File: config.mk
export PLATFORM = sky130hd
export DESIGN_NAME = thermo_code_gen
export DESIGN_NICKNAME = d
export VERILOG_FILES = /design/src/rtl/thermo_code_gen.sv
export SDC_FILE = /design/constraint.sdc
export NUM_CORES = 1
export LEC_CHECK = 0
export ABC_AREA = 1
export BUFFER_PORTS_ARGS = -buffer_cell sky130_fd_sc_hd__buf_2
export CAP_MARGIN = 20
export CELL_PAD_IN_SITES_DETAIL_PLACEMENT = 0
export CELL_PAD_IN_SITES_GLOBAL_PLACEMENT = 1
export CORE_MARGIN = 2
export CORE_UTILIZATION = 38
export DETAILED_ROUTE_END_ITERATION = 10
export PLACE_DENSITY = 0.86
export SYNTH_ARGS = -nofsm -noshare
export SYNTH_HDL_FRONTEND = slang
export SYNTH_SLANG_ARGS = --single-unit
File: constraint.sdc
create_clock -name clk -period 1.9 [get_ports clk]
set_input_delay 0.285 -clock clk [delete_from_list [all_inputs] [get_ports clk]]
set_output_delay 0.285 -clock clk [all_outputs]
set_load 0.005 [all_outputs]
File: src/rtl/thermo_code_gen.sv
// Binary-to-thermometer pattern generator: single direct codes via valid/ready, or a self-timed 0..WIDTH sweep.
// Optional BUBBLE_INJECT_EN adds bubble_en_i/bubble_pos_i to force one tap low, emulating a metastable delay-line bit.
module thermo_code_gen #(
    parameter int unsigned WIDTH       = 32,
    parameter int unsigned BIN_W       = 6,
    parameter int unsigned HOLD_CYCLES = 1
) (
    input  logic             clk,
    input  logic             rst_n,
    input  logic             start_i,
    input  logic             sweep_dn_i,
    input  logic             in_valid,
    output logic             in_ready,
    input  logic [BIN_W-1:0] in_code,
`ifdef BUBBLE_INJECT_EN
    input  logic             bubble_en_i,
    input  logic [BIN_W-1:0] bubble_pos_i,
`endif
    output logic [WIDTH-1:0] thermo_o,
    output logic             thermo_valid_o,
    output logic             busy_o,
    output logic             done_o,
    output logic             err_o
);

    localparam int unsigned      HOLD_W    = 8;
    localparam int unsigned      BIN_W1    = BIN_W + 1;
    localparam logic [BIN_W-1:0] CODE_MAX  = BIN_W'(WIDTH);
    localparam logic [HOLD_W-1:0] HOLD_LOAD = HOLD_W'(HOLD_CYCLES - 1);

    typedef enum logic [1:0] {
        IDLE   = 2'd0,
        DIRECT = 2'd1,
        SWEEP  = 2'd2,
        FIN    = 2'd3
    } state_t;

    state_t              state_q, state_d;
    logic [BIN_W-1:0]    code_q, code_d;
    logic [HOLD_W-1:0]   hold_q, hold_d;
    logic                dir_q, dir_d;
    logic [WIDTH-1:0]    word_d;
    logic                valid_d, busy_d, done_d, err_d;
    logic [BIN_W-1:0]    in_clamp, step_code;
    logic                last_code;
    logic                bub_en;
    logic [BIN_W-1:0]    bub_pos;

`ifdef BUBBLE_INJECT_EN
    assign bub_en  = bubble_en_i;
    assign bub_pos = bubble_pos_i;
`else
    assign bub_en  = 1'b0;
    assign bub_pos = '0;
`endif

    // Thermometer word with an optional single cleared tap strictly below the top one.
    function automatic logic [WIDTH-1:0] make_word(input logic [BIN_W-1:0] code,
                                                   input logic             b_en,
                                                   input logic [BIN_W-1:0] b_pos);
        logic [WIDTH-1:0] w;
        w = ~({WIDTH{1'b1}} << code);
        if (b_en && (({1'b0, b_pos} + BIN_W1'(1)) < {1'b0, code}))
            w = w & ~(WIDTH'(1) << b_pos);
        return w;
    endfunction

    // Held off in reset so the handshake only opens once the FSM is live.
    assign in_ready = rst_n & (state_q == IDLE) & ~start_i;

    always_comb begin
        state_d   = state_q;
        code_d    = code_q;
        hold_d    = hold_q;
        dir_d     = dir_q;
        word_d    = thermo_o;
        valid_d   = thermo_valid_o;
        done_d    = 1'b0;
        err_d     = 1'b0;
        in_clamp  = (in_code > CODE_MAX) ? CODE_MAX : in_code;
        step_code = dir_q ? (code_q - BIN_W'(1)) : (code_q + BIN_W'(1));
        last_code = dir_q ? (code_q == '0) : (code_q == CODE_MAX);

        unique case (state_q)
            IDLE: begin
                word_d  = '0;
                valid_d = 1'b0;
                if (start_i) begin
                    state_d = SWEEP;
                    dir_d   = sweep_dn_i;
                    code_d  = sweep_dn_i ? CODE_MAX : '0;
                    word_d  = make_word(code_d, bub_en, bub_pos);
                    valid_d = 1'b1;
                    hold_d  = HOLD_LOAD;
                end else if (in_valid && in_ready) begin
                    state_d = DIRECT;
                    code_d  = in_clamp;
                    word_d  = make_word(in_clamp, bub_en, bub_pos);
                    valid_d = 1'b1;
                    err_d   = (in_code > CODE_MAX);
                    hold_d  = HOLD_LOAD;
                end
            end
            DIRECT: begin
                if (hold_q == '0) begin
                    state_d = IDLE;
                    word_d  = '0;
                    valid_d = 1'b0;
                end else begin
                    hold_d = hold_q - HOLD_W'(1);
                end
            end
            SWEEP: begin
                if (hold_q != '0) begin
                    hold_d = hold_q - HOLD_W'(1);
                end else if (last_code) begin
                    state_d = FIN;
                    word_d  = '0;
                    valid_d = 1'b0;
                    done_d  = 1'b1;
                end else begin
                    code_d = step_code;
                    word_d = make_word(step_code, bub_en, bub_pos);
                    hold_d = HOLD_LOAD;
                end
            end
            FIN: begin
                state_d = IDLE;
                word_d  = '0;
                valid_d = 1'b0;
            end
            default: begin
                state_d = IDLE;
                word_d  = '0;
                valid_d = 1'b0;
            end
        endcase

        busy_d = (state_d != IDLE);
    end

    always_ff @(posedge clk or negedge rst_n) begin
        if (!rst_n) begin
            state_q        <= IDLE;
            code_q         <= '0;
            hold_q         <= '0;
            dir_q          <= 1'b0;
            thermo_o       <= '0;
            thermo_valid_o <= 1'b0;
            busy_o         <= 1'b0;
            done_o         <= 1'b0;
            err_o          <= 1'b0;
        end else begin
            state_q        <= state_d;
            code_q         <= code_d;
            hold_q         <= hold_d;
            dir_q          <= dir_d;
            thermo_o       <= word_d;
            thermo_valid_o <= valid_d;
            busy_o         <= busy_d;
            done_o         <= done_d;
            err_o          <= err_d;
        end
    end

endmodule
==> results list <==
- Run status: complete, but fails checks
- Violations in the final reports: setup timing
- Vias per cell: just over 5
- Detailed-route via count: 4028
- The first detailed-routing pass took 5 iterations.
* Critical Path Max Stage Delay: 0.46 ns
- Endpoint arrival time on the critical path: 2.19 ns
* Area of all sequential standard cells: 0.00133 sq mm
- Global-route congestion overflow total: 0
* Upper clock frequency limit: between 0.5 and 0.6 GHz
* Yosys warns: 0
- The number of global-route vias before repair is 3731.
- Setup repair after global routing could not meet its margin everywhere.
- The initial utilization of the core area, before any placement, comes to 0.394.
- TritonCTS created 5 clock buffers.
- Number of DRC markers after the initial detailed-route iteration: 427
* Max Cap Violations: 0
- Remaining design rule violation count: 0
- Antenna-violating nets left: 0
- The initial antenna violation count was 0.
* Critical path start-end classification: flop to flop
- The final layout contains 680 nets.
- Critical path launch point: dir_q$_DFFE_PN0P_
* Slowest cell on the critical path: dfrtp_2
* Area growth syn-to-layout: 36.3%
* Clock tree buffer depth: 2
- For the pin with the worst max-slew slack, the measured transition is 0.672 ns.
- TritonCTS built the clock tree.
* Die X-Extent: roughly 100 um
- After detailed routing, the average wire length per cell comes to roughly 15 um.
- Final hold violation count: 0
- Number of instances in the placed design: 760
- The most numerous cell type found on the critical path is nand2_2.
* Skew-Pair Late Insertion Delay: about 0.31 ns
- The filler cells instantiated in the layout total 919.
- Cell taking the most area after synthesis: dfrtp_1
- In this run the vertical extent of the chip is 102 um.
* Worst endpoint required time: between 2 and 2.5 ns
- After floorplanning, the core was sized to cover slightly above 0.009 sq mm.
* Endpoint class of the critical path: flop
* Number of cell instances on the worst register-to-register path: 11
* Top cell type's share of synthesized area: 0.361
- Net count after synthesis: 566
- Clock transition time at the flip-flop clock pins of the worst setup and hold paths: around 0.10 ns
- Leaving out fill and tap cells, the most frequent cell in the layout is nand2_1.
- Across every metal layer, demand over resource in global routing totals 0.225.
- Io pins: 48
- The congestion estimate from routability-driven global placement came to 0.931.
- STA classifies the critical path startpoint as a flop.
- Summing all multi-input logic gate instances after layout gives 0.00239 sq mm.
- Worst clock skew: approximately 0.0057 ns
- Final setup margin: -0.0746 ns
- Tmin final: 1.97 ns
- The tree is rooted in a clkbuf_8.
- Post-synthesis instance area: 0.00367 sq mm
* Final wirelength: 11700 um
- The max-slew violation total from the final report came to 0.
* Share of final-layout standard cells stronger than drive strength 1: 0.346
- Leaving out fill and tap cells, the most frequent cells in the layout are 132 x nand2_1, 97 x nor2_1, 63 x buf_4, 52 x nand3_1, 52 x dfrtp_1.
- Worst-path fanout max: 6
* Chain of cells forming the critical path: buf_6, ha_4, buf_4, inv_1, nand3_2, nand2_4, nand2_1, a21oi_2, nand2_2, nand2_2, nand2_2
- Count of cell types in the netlist: 35
- The first global-routing pass estimated 18300 um of wire.
- Endpoint of the worst register-to-register path: thermo_o[2]$_DFFE_PN0P_
- Entering global routing, the biggest net connects 54 pins.
- In the synthesized netlist, the number of instances is approximately 540.
- Path category of the worst min-delay check: primary input to async pin
- Counting both buffers and inverters, the worst setup path holds a total of 3.
- Top delay family on crit path: simple AND/OR/NAND/NOR gates
- Relative max-transition margin: 0.552
- Top cells by area in the synthesized netlist: dfrtp_1 36%, nand2_1 15%, nor2_1 12%, nand3_1 8.0%, inv_1 4.6%
* Reg-to-reg startpoint: dir_q$_DFFE_PN0P_
- Count of standard-cell rows: 35
- Number of I/O port buffers: 47
- The clock net in this run drives a total of 53 sinks.
* Die ar.: 0.0105 sq mm
- The number of antenna diodes in the final layout is 0.
* Avg Cell Area, Syn: a little under 7 sq um
* Half-perimeter wire length after placement: 8790 um
* Seq cells post-synth: 53
- Worst-case register-to-register setup slack: -0.07 ns
- Final setup violation count: 13
* Share of the cycle needed by the critical path after routing: 1.04
* Number of levels in the clock H-tree: 2
- Post-synthesis sequential area ratio: 0.361
* Count of non-filler cells in the finished layout: 786
[metrics by stage]
stage | hold slack (ns) | instance area (sq um) | setup slack [ns] | TNS (ns) | utilization
final | 0.169 | 5010 | -0.0746 | -0.400 | 0.537
after floorplan | -0.0106 | 3670 | 0.0410 | 0 | -
after global routing | 0.246 | 5010 | -0.164 | -3.46 | 0.537
after CTS | 0.217 | 4660 | -0.00263 | -0.00263 | 0.500
after detailed placement | 0.465 | 4430 | -0.206 | -3.20 | 0.475
after global placement | 0.469 | 4430 | -0.213 | -2.56 | 0.475
[cells in the mapped netlist]
master,count
ha_1,12
buf_6,3
o22ai_1,5
o21bai_1,1
nor3_1,2
nand3_2,3
a311oi_1,1
xor2_1,2
nand3_1,59
nand4_1,10
nand3_4,2
o211ai_1,1
a21oi_1,13
nand2_1,148
inv_2,7
or2_0,1
o31ai_1,1
buf_2,5
o21ai_2,1
o32ai_1,2
xnor2_1,1
dfrtp_1,53
buf_4,3
or2_2,1
clkbuf_1,1
a21boi_0,1
nor2_2,1
nand2_2,6
nor2_4,8
fa_1,1
o21ai_1,1
a21oi_2,2
nor2_1,114
o21ai_0,25
inv_1,45
[how the worst max path moves through the flow]
stage,endpoint,cells past startpoint,slack [ns]
global route,thermo_o[0]$_DFFE_PN0P_,12,-0.16
floorplan,thermo_o[14]$_DFFE_PN0P_,12,0.04
global placement,thermo_o[0]$_DFFE_PN0P_,12,-0.21
detailed placement,thermo_o[0]$_DFFE_PN0P_,12,-0.21
CTS,thermo_o[12]$_DFFE_PN0P_,11,-0.003
finish,thermo_o[2]$_DFFE_PN0P_,11,-0.07
[registers in the layout, summed over array words and instances, names as in the netlist]
name / flops
code_q: 6
hold_q: 8
busy_o: 1
done_o: 1
thermo_o: 32
thermo_valid_o: 1
state_q: 2
err_o: 1
dir_q: 1
[layout make-up]
class	count	share of cell area
Multi-Input combinational cell	426	0.478
Sequential cell	53	0.265
Timing Repair Buffer	117	0.162
Inverter	52	0.0405
Tap cell	129	0.0322
Clock buffer	7	0.0192
Timing Repair inverter	1	0.00150
Clock inverter	1	0.000999
[repair_timing]
item / in CTS / in global routing
endpoints found under the setup margin: 35 / 47
gates cloned: 0 / 2
buffers inserted: 5 / 11
gates resized for setup: 21 / 80
hold buffers: 0 / 0
pin swaps: 4 / 23
[routing by layer]
layer	vias to the layer above	track usage	wire, um
li1	1968	-	-
met1	1873	0.329	5580
met2	161	0.350	5150
met3	26	0.0321	653
met4	0	0.0585	275
met5	-	0	0
[logic make-up (layout without fill, tap and decap cells)]
family | after synthesis | in the layout | synth area share
xor gates and xnor gates | 3 | 3 | 0.00715
DFF | 53 | 53 | 0.361
buffers and inverters | 64 | 178 | 0.0763
and+or+nand+nor | 355 | 356 | 0.425
AOI/OAI and AO/OA | 54 | 54 | 0.0841
adders and majority gates | 13 | 13 | 0.0463
Power is not shown: default switching activity piles up to over one toggle a cycle in this logic, so the estimate is an artifact.
